**config.mk**
```make
export PLATFORM = sky130hd
export DESIGN_NAME = alu_mul_sequencer
export DESIGN_NICKNAME = d
export VERILOG_FILES = /design/src/rtl/alu_mul_sequencer.sv
export SDC_FILE = /design/constraint.sdc
export NUM_CORES = 1
export LEC_CHECK = 0
export CAP_MARGIN = 20
export CELL_PAD_IN_SITES_DETAIL_PLACEMENT = 0
export CELL_PAD_IN_SITES_GLOBAL_PLACEMENT = 1
export CORE_UTILIZATION = 33
export CTS_CLUSTER_SIZE = 30
export DETAILED_ROUTE_END_ITERATION = 12
export PLACE_DENSITY = 0.9
export REMOVE_ABC_BUFFERS = 1
export SYNTH_ARGS = -nofsm -noshare
export SYNTH_HDL_FRONTEND = slang
export SYNTH_SLANG_ARGS = --single-unit
```
**constraint.sdc**
```tcl
create_clock -name clk -period 4.2 [get_ports clk]
set_input_delay 0.84 -clock clk [delete_from_list [all_inputs] [get_ports clk]]
set_output_delay 0.84 -clock clk [all_outputs]
set_load 0.03 [all_outputs]
```
**src/rtl/alu_mul_sequencer.sv**
```systemverilog
// Shift-and-add multiplier that borrows a shared combinational ALU for its adds.
// Optional MUL_EARLY_EXIT_EN: finish as soon as the remaining multiplier bits are all zero.
module alu_mul_sequencer #(
    parameter logic [3:0]  ADD_OP     = 4'b0000,
    parameter int unsigned ITERATIONS = 32
) (
    input  logic        clk,
    input  logic        reset,
    input  logic        Start_i,
    input  logic [31:0] Multiplicand_i,
    input  logic [31:0] Multiplier_i,
    input  logic [3:0]  Host_ALU_Operation_i,
    input  logic [31:0] Host_A_i,
    input  logic [31:0] Host_B_i,
    input  logic [31:0] ALU_Result_i,
    output logic [3:0]  ALU_Operation_o,
    output logic [31:0] ALU_A_o,
    output logic [31:0] ALU_B_o,
    output logic        Busy_o,
    output logic        Done_o,
    output logic [31:0] Product_o
);

    localparam int unsigned CntW = $clog2(ITERATIONS + 1);
    localparam logic [CntW-1:0] CntLast = CntW'(ITERATIONS - 1);

    typedef enum logic [1:0] {StIdle, StCalc, StDone} state_e;

    state_e            r_state;
    logic [31:0]       r_acc;
    logic [31:0]       r_m;
    logic [31:0]       r_q;
    logic [CntW-1:0]   r_cnt;
    logic              r_busy;
    logic              r_done;
    logic [31:0]       r_product;

    logic              w_in_calc;
    logic [31:0]       w_acc_next;

    assign w_in_calc  = (r_state == StCalc);
    assign w_acc_next = r_q[0] ? ALU_Result_i : r_acc;

    // The shared ALU belongs to the host except while a multiply is running.
    assign ALU_Operation_o = w_in_calc ? ADD_OP : Host_ALU_Operation_i;
    assign ALU_A_o         = w_in_calc ? r_acc  : Host_A_i;
    assign ALU_B_o         = w_in_calc ? r_m    : Host_B_i;

    assign Busy_o    = r_busy;
    assign Done_o    = r_done;
    assign Product_o = r_product;

    always_ff @(posedge clk) begin
        if (reset) begin
            r_state   <= StIdle;
            r_acc     <= '0;
            r_m       <= '0;
            r_q       <= '0;
            r_cnt     <= '0;
            r_busy    <= 1'b0;
            r_done    <= 1'b0;
            r_product <= '0;
        end else begin
            unique case (r_state)
                StIdle, StDone: begin
                    r_done <= 1'b0;
                    if (Start_i) begin
                        r_acc   <= '0;
                        r_m     <= Multiplicand_i;
                        r_q     <= Multiplier_i;
                        r_cnt   <= '0;
                        r_state <= StCalc;
                        r_busy  <= 1'b1;
                    end else begin
                        r_state <= StIdle;
                        r_busy  <= 1'b0;
                    end
                end
                StCalc: begin
`ifdef MUL_EARLY_EXIT_EN
                    // q reaches zero within 32 shifts, so this alone bounds the run.
                    if (r_q == '0) begin
                        r_state   <= StDone;
                        r_busy    <= 1'b0;
                        r_done    <= 1'b1;
                        r_product <= r_acc;
                    end else begin
                        r_acc <= w_acc_next;
                        r_m   <= r_m << 1;
                        r_q   <= r_q >> 1;
                        r_cnt <= r_cnt + 1'b1;
                    end
`else
                    r_acc <= w_acc_next;
                    r_m   <= r_m << 1;
                    r_q   <= r_q >> 1;
                    r_cnt <= r_cnt + 1'b1;
                    if (r_cnt == CntLast) begin
                        r_state   <= StDone;
                        r_busy    <= 1'b0;
                        r_done    <= 1'b1;
                        r_product <= w_acc_next;
                    end
`endif
                end
                default: begin
                    r_state <= StIdle;
                    r_busy  <= 1'b0;
                    r_done  <= 1'b0;
                end
            endcase
        end
    end

endmodule

```
==> run summary, run 1 <==
=================================================================================
# nets final                                                                1,157
Global placement routability congestion                                    0.7553
Global route overflow                                                           0
Multi-input gate area in the final layout                                3207 µm²
DR WL/cell                                                               15.91 µm
Initial standard-cell utilization of the core                              0.3377
TritonCTS clock tree                                                         done
Achievable Freq                                                        0.2957 GHz
Worst clock skew                                                       0.01176 ns
Post-synth design cell area                                              6317 µm²
Number of global-route vias before repair                                   6,135
Number of core rows                                                            50
Most repeated cell in the gate-level netlist after synthesis              nand2_1
Initial antenna violation count                                                 1
Footprint of the flip-flops and latches                                  2764 µm²
Share of synthesized registers carrying an async set or reset                   0
Endpoint required time on the critical path                               3.36 ns
Sequence of cells on the critical path                               nand2b_4 -> buf_12 -> nand2_1 -> nand2_1 -> clkdlybuf4s50_1
Critical Path Fanout Max                                                       78
Standard cell area after detailed placement                              9086 µm²
Global-route usage over all layers                                         0.2037
Clock period minus worst slack                                           3.382 ns
First-pass iteration count of the detailed router                               5
P per Cell Area                                                      380.9 nW/µm²
Area overhead of the layout relative to synthesis                          52.94%
Leak Pwr                                                                 3.534 nW
Portion of synthesized cell area occupied by the leading cell type         0.4373
Arrival time at the worst endpoint                                        2.54 ns
CP Capture Type                                                       output port
Top cells by area in the synthesized netlist                         dfxtp_1 (44%), nand2_1 (13%), a211oi_2 (5.9%)
Post-CTS sizing                                                                 0
Average via count per standard cell                                         5.193
Overall via count from detail_route                                         6,418
Worst IR Drop VDD                                                        274.6 µV
Final number of setup-violating endpoints                                       0
Overall power consumption                                              0.003680 W
Total core area                                                        18,710 µm²
H-Tree Level Count                                                              4
Count of different cell masters after synthesis                                36
Top post-synthesis cells by count                                    nand2_1 (226), dfxtp_1 (138), a21oi_1 (69), nand3_1 (66), buf_2 (36)
Critical path's most frequent cell                                        nand2_1
Io pins                                                                       269
CP Class                                                             flop to output port
Final worst path period share                                              0.8051
Drc violations                                                                  0
Hold buffers post-CTS                                                           0
Height of the chip                                                       140.4 µm
Wire length of the first global-routing pass                             31.80 mm
Half-perimeter wire length of the detailed placement result              12.92 mm
Number of synthesis warnings                                                    0
Register area share after synthesis                                        0.4373
Result of the run                                                       completed
Post-synth EDFFs                                                                0
Path category of the worst min-delay check                           flop to flop
Clock Latency Late Sink                                                   0.42 ns
Die area                                                               19,700 µm²
Count of maximum capacitance violations                                         0
Number of instances in the synthesized netlist                                764
Sum Neg Setup Slack                                                          0 ns
Wire length after detailed routing                                       19.67 mm
1st-iter DRT viols                                                            305
Root buffer cell                                                        clkbuf_16
Finished layout cell area                                                9662 µm²
Largest net degree at the start of global routing                              79
Worst Setup Start Kind                                                       flop
Total number of clock tree sinks                                              138
Slew at the pin closest to its max-slew limit                           0.9545 ns
Clock Tree Buf Depth                                                            2
DRT antenna net count                                                           0
Flip-flop and latch count after synthesis                                     138
Number of fillers in the final layout                                       1,828
Slew HR                                                                    0.3637
Number of buffers added by the clock tree synthesis step                       17
Predominant post-synthesis flop cell                                      dfxtp_1
Floorplan die width                                                      140.4 µm
Post-synth top area cell                                                  dfxtp_1
Quantity of I/O buffers inserted on ports                                     268
Register clock-pin slew on the reported worst setup and hold paths        0.06 ns
Post-CTS setup-driven buffer insertion count                                    0
Inserted Diodes                                                                 0
Final max-slew violation count                                                  0
Final Hold Violating Endpoints                                                  0
Slowest-stage cell, CP                                               clkdlybuf4s50_1
RSZ-0062 raised after global routing                                        false
Slowest Stage Delay on Critical Path                                      0.67 ns
Fraction of layout instances using a drive strength above 1               0.08383
Mean instance size in the synthesized netlist                           8.269 µm²
=================================================================================
==> cell type report <==
type,instances,share of cell area
tap,234,0.03030
clock buffer,18,0.04442
clock inverter,14,0.01515
timing repair buffer,282,0.2922
sequential,138,0.2861
multi-input combinational,550,0.3319
==> final timing paths <==
check | from | to | slack (ns) | cells past startpoint
setup reg to reg | r_state[0] | r_m[3] | 2.08 | 4
hold reg to reg | r_q[21] | r_q[21] | 0.46 | 2
setup / recovery | r_state[1] | ALU_A_o[12] | 0.82 | 5
hold / removal | r_q[21] | r_q[21] | 0.46 | 2
==> logic make-up (layout without fill, tap and decap cells) <==
group,count (synthesis),count (layout),synth area share
mux,33,33,0.05249
fa+ha+maj,1,1,0.001980
simple gates,312,312,0.2097
flops,138,138,0.4373
xor+xnor,1,1,0.001387
buf+inv,76,314,0.05902
compound gates,203,203,0.2381
==> where the power goes <==
part	total, W	internal [W]	switching (W)
Sequential	0.00141	0.00137	0.0000440
Clock	0.00146	0.000875	0.000587
Combinational	0.000805	0.000367	0.000438
Total	0.00368	0.00261	0.00107
==> registers in the layout, summed over array words and instances (netlist names) <==
name / cells
r_m: 32
Product_o: 32
r_acc: 32
Busy_o: 1
r_q: 32
r_state: 2
Done_o: 1
r_cnt: 6
==> layout by cell type, fill, tap and decap left out, types with 2 or more instances in the layout <==
master           synthesis  routed
a211oi_1                 3       3
a211oi_2                30      30
a21oi_1                 69      69
a22o_1                   2       2
a22oi_1                 31      31
a31oi_1                 31      31
and2_1                   5       5
buf_12                   0       3
buf_4                    3      12
bufinv_16                0       2
clkbuf_16                0      17
clkdlybuf4s50_1          0     267
clkinv_2                 0       4
clkinv_4                 0       3
clkinvlp_4               0       3
dfxtp_1                138     137
inv_6                    0       2
mux2i_1                 32      32
nand2_1                226     226
nand2b_1                 4       2
nand3_1                 66      66
nor2b_4                  0       2
o22ai_1                  2       2
o2bb2ai_1               32      32
==> routing by layer <==
layer / GRT usage / share of wire
met2: 0.3484 / 0.47
met4: 0.06073 / 0.012
met5: 0 / 0.00066
met3: 0.06701 / 0.090
met1: 0.2414 / 0.43
==> critical path: cells and delay by family, from the launching register on <==
kind | cells | cell delay (ns)
buf+inv | 2 | 1.01
simple gates | 3 | 0.64
flops | 1 | 0.39
==> per-stage QoR <==
stage	setup slack, ns	std cells	utilization	hold WS, ns
2_1_floorplan	-1.486	688	-	0.4421
3_3_place_gp	1.217	1204	0.4858	0.4487
3_5_place_dp	1.217	1204	0.4858	0.4584
4_1_cts	0.7976	1236	0.5165	0.4669
5_1_grt	0.6644	1236	0.5165	0.4802
6_report	0.8184	1236	0.5165	0.4646
Power figures use the tool's default switching activity.
==> run 2, diff against run 1 <==
--- a/config.mk
+++ b/config.mk
@@ -8,10 +8,10 @@
 export CAP_MARGIN = 20
 export CELL_PAD_IN_SITES_DETAIL_PLACEMENT = 0
 export CELL_PAD_IN_SITES_GLOBAL_PLACEMENT = 1
-export CORE_UTILIZATION = 33
+export CORE_UTILIZATION = 27
 export CTS_CLUSTER_SIZE = 30
 export DETAILED_ROUTE_END_ITERATION = 12
-export PLACE_DENSITY = 0.9
+export PLACE_DENSITY = 0.79
 export REMOVE_ABC_BUFFERS = 1
 export SYNTH_ARGS = -nofsm -noshare
 export SYNTH_HDL_FRONTEND = slang
==> constraint.sdc (replaced) <==
create_clock -name clk -period 3.1 [get_ports clk]
set_input_delay 0.62 -clock clk [delete_from_list [all_inputs] [get_ports clk]]
set_output_delay 0.62 -clock clk [all_outputs]
set_load 0.03 [all_outputs]
==> run 2 against run 1 <==
Net effect: non-clock buffer count is 7 higher; register-to-register slack worse by 1.0 ns; cell count is 6.9% higher; sequential power is 35% higher; sequential cell count stayed put; total power is 40% higher; routed wire length is 7.7% higher; combinational power is 39% higher; first-iteration DRC count is 0.33% lower; die area is 22% higher; critical path type unchanged; largest cell class unchanged.
==> run summary, run 2 (same netlist as run 1, synthesis figures left out) <==
==================================================================================
Reg-to-reg critical path startpoint                                     r_state[0]
Initial antenna violation count                                                  0   -1
Achievable Freq                                                         0.3403 GHz
P per Cell Area                                                       522.1 nW/µm²   +37%
Root buffer cell                                                         clkbuf_16
Clock period minus worst slack                                            2.939 ns
Most common library cell in the layout ignoring fill and taps         clkdlybuf4s50_1
CP Class                                                              flop to output port
Startpoint of the lowest-slack hold path                                   r_q[28]
Total core area                                                         22,780 µm²   +22%
Area overhead of the layout relative to synthesis                           56.17%
Relative contribution of the clock network to total power                    0.411   +0.014
Sequential fraction of design power                                          0.371   -0.013
CP Capture Type                                                        output port
Sequence of cells on the critical path                                nor2b_4 -> buf_12 -> nand2_1 -> nand2_1 -> clkdlybuf4s50_1
Worst IR Drop VDD                                                         308.1 µV   +12%
Largest net degree at the start of global routing                               62   -22%
Number of core rows                                                             55   +10%
Wire length after detailed routing                                        21.18 mm   +7.7%
Height of the chip                                                        155.0 µm   +10%
Result of the run                                                        completed
Drc violations                                                                   0   unchanged
Slowest Stage Delay on Critical Path                                       0.67 ns   about the same
Worst Setup Start Kind                                                        flop
Count of maximum capacitance violations                                          0   unchanged
Quantity of I/O buffers inserted on ports                                      268   unchanged
# nets final                                                                 1,164   +0.61%
Leak Pwr                                                                  3.601 nW   +1.9%
Total number of clock tree sinks                                               138   unchanged
Hold buffers post-CTS                                                            0   unchanged
Global placement routability congestion                                     0.7608   +0.73%
Overall via count from detail_route                                          6,426   +0.12%
Clock Latency Late Sink                                                    0.42 ns   about the same
Final max-slew violation count                                                   0   unchanged
Final Hold Violating Endpoints                                                   0   unchanged
Fraction of layout instances using a drive strength above 1                0.08929   +0.005453
Family of cells with the greatest summed delay on the critical path   buffers and inverters
Slowest-stage cell, CP                                                clkdlybuf4s50_1
1st-iter DRT viols                                                             304   -0.33%
Start point of the critical path                                        r_state[0]
Half-perimeter wire length of the detailed placement result               14.09 mm   +9.1%
Initial standard-cell utilization of the core                               0.2773   -0.06038
Finished layout cell area                                                 9866 µm²   +2.1%
DRT antenna net count                                                            0   unchanged
Int Pwr                                                                 0.003661 W   +40%
Critical Path Fanout Max                                                        52   -33%
Register clock-pin slew on the reported worst setup and hold paths         0.06 ns   about the same
Global-route usage over all layers                                          0.1773   -0.02637
DR WL/cell                                                                16.03 µm   +0.74%
Path category of the worst min-delay check                            flop to flop
Arrival time at the worst endpoint                                         2.32 ns   -0.22 ns
Slew at the pin closest to its max-slew limit                            0.6475 ns   -0.3070 ns
Switching power share of the total                                          0.2893   -0.001327
Post-CTS setup-driven buffer insertion count                                     0   unchanged
Sum Neg Setup Slack                                                           0 ns   unchanged
Final worst path period share                                               0.9480
Standard cell area after detailed placement                               9250 µm²   +1.8%
Net switching power                                                     0.001490 W   +39%
Worst clock skew                                                       0.009423 ns   -0.002339 ns
Clock Tree Buf Depth                                                             2   unchanged
Number of fillers in the final layout                                        2,272   +24%
Number of buffers added by the clock tree synthesis step                        17   unchanged
Global route overflow                                                            0   unchanged
Commonest non-fill, non-tap cells in the layout                       clkdlybuf4s50_1 (266), nand2_1 (226), dfxtp_1 (137)
First-pass iteration count of the detailed router                                5   unchanged
Critical path's most frequent cell                                         nand2_1
Die area                                                                24,010 µm²   +22%
Number of global-route vias before repair                                    6,400   +4.3%
Average via count per standard cell                                          4.864   -6.3%
Inserted Diodes                                                                  0   unchanged
Wire length of the first global-routing pass                              33.75 mm   +6.2%
Combinational share of power                                                 0.218   about the same
Slew HR                                                                     0.5684   +0.2047
Final number of setup-violating endpoints                                        0   unchanged
RSZ-0062 raised after global routing                                         false
Worst path buffer plus inverter count                                            2   unchanged
Endpoint required time on the critical path                                2.48 ns   -0.88 ns
H-Tree Level Count                                                               4   unchanged
Floorplan die width                                                       155.0 µm   +10%
Io pins                                                                        269   unchanged
TritonCTS clock tree                                                          done
==================================================================================
-- run 2: area by class of cell --
type / instances / area (µm²) / area share
clock buffer: 19 / 442.9 / 0.04490
clock inverter: 12 / 162.7 / 0.01649
multi-input combinational: 550 / 3207 / 0.3250
sequential: 138 / 2764 / 0.2802
tap: 313 / 391.6 / 0.03970
timing repair buffer: 289 / 2898 / 0.2937
-- run 2: layer usage --
metal / routed length (µm) / global-route usage
met3: 1759 / 0.05627
met2: 9377 / 0.2853
met5: 0 / 0
met1: 9751 / 0.2230
met4: 288 / 0.05988
-- run 2: what timing repair did --
item / 4_1_cts / 5_1_grt
hold endpoints to repair: 0 / 0
resized for setup: 0 / 3
setup endpoints to repair: 0 / 23
-- run 2: power groups by stage --
| stage | Sequential, W | Clock (W) | Combinational (W) |
|---|---|---|---|
| after global routing | 0.00192 | 0.00224 | 0.00121 |
| after global placement | 0.00195 | 0 | 0.00112 |
| after floorplan | 0.00194 | 0 | 0.000551 |
| after CTS | 0.00191 | 0.00218 | 0.00113 |
| after detailed placement | 0.00195 | 0 | 0.00113 |
| final | 0.00191 | 0.00212 | 0.00112 |
-- run 2: worst paths after layout --
| path | endpoint | slack [ns] | cells past startpoint |
|---|---|---|---|
| setup / recovery | ALU_A_o[24] | 0.16 | 5 |
| hold / removal | r_q[28] | 0.47 | 2 |
| setup reg to reg | r_cnt[4] | 1.06 | 6 |
| hold reg to reg | r_q[28] | 0.47 | 2 |
-- run 2: tightest hold or removal path: cells and delay by family, from the launching register on --
| kind | cells | cell delay (ns) |
|---|---|---|
| simple gates | 1 | 0.06 |
| flops | 1 | 0.31 |
| compound gates | 1 | 0.06 |
-- run 2: per-stage QoR --
step | power [W] | hold WS [ns] | setup slack [ns] | cells | utilization
2_1_floorplan | 0.002489 | 0.4421 | -2.586 | 688 | -
3_3_place_gp | 0.003068 | 0.4538 | 0.5355 | 1290 | 0.4061
3_5_place_dp | 0.003073 | 0.4577 | 0.5121 | 1290 | 0.4061
4_1_cts | 0.005218 | 0.4678 | 0.02643 | 1321 | 0.4327
5_1_grt | 0.005376 | 0.4837 | 0.01758 | 1321 | 0.4331
6_report | 0.005151 | 0.4653 | 0.1613 | 1321 | 0.4331
==> run 3, diff against run 2 <==
--- a/config.mk
+++ b/config.mk
@@ -5,7 +5,7 @@
 export SDC_FILE = /design/constraint.sdc
 export NUM_CORES = 1
 export LEC_CHECK = 0
-export CAP_MARGIN = 20
+export CAP_MARGIN = 10
 export CELL_PAD_IN_SITES_DETAIL_PLACEMENT = 0
 export CELL_PAD_IN_SITES_GLOBAL_PLACEMENT = 1
 export CORE_UTILIZATION = 27
==> results of run 3 <==
Same layout as run 2: the final DEF is identical, and so are final timing and power.
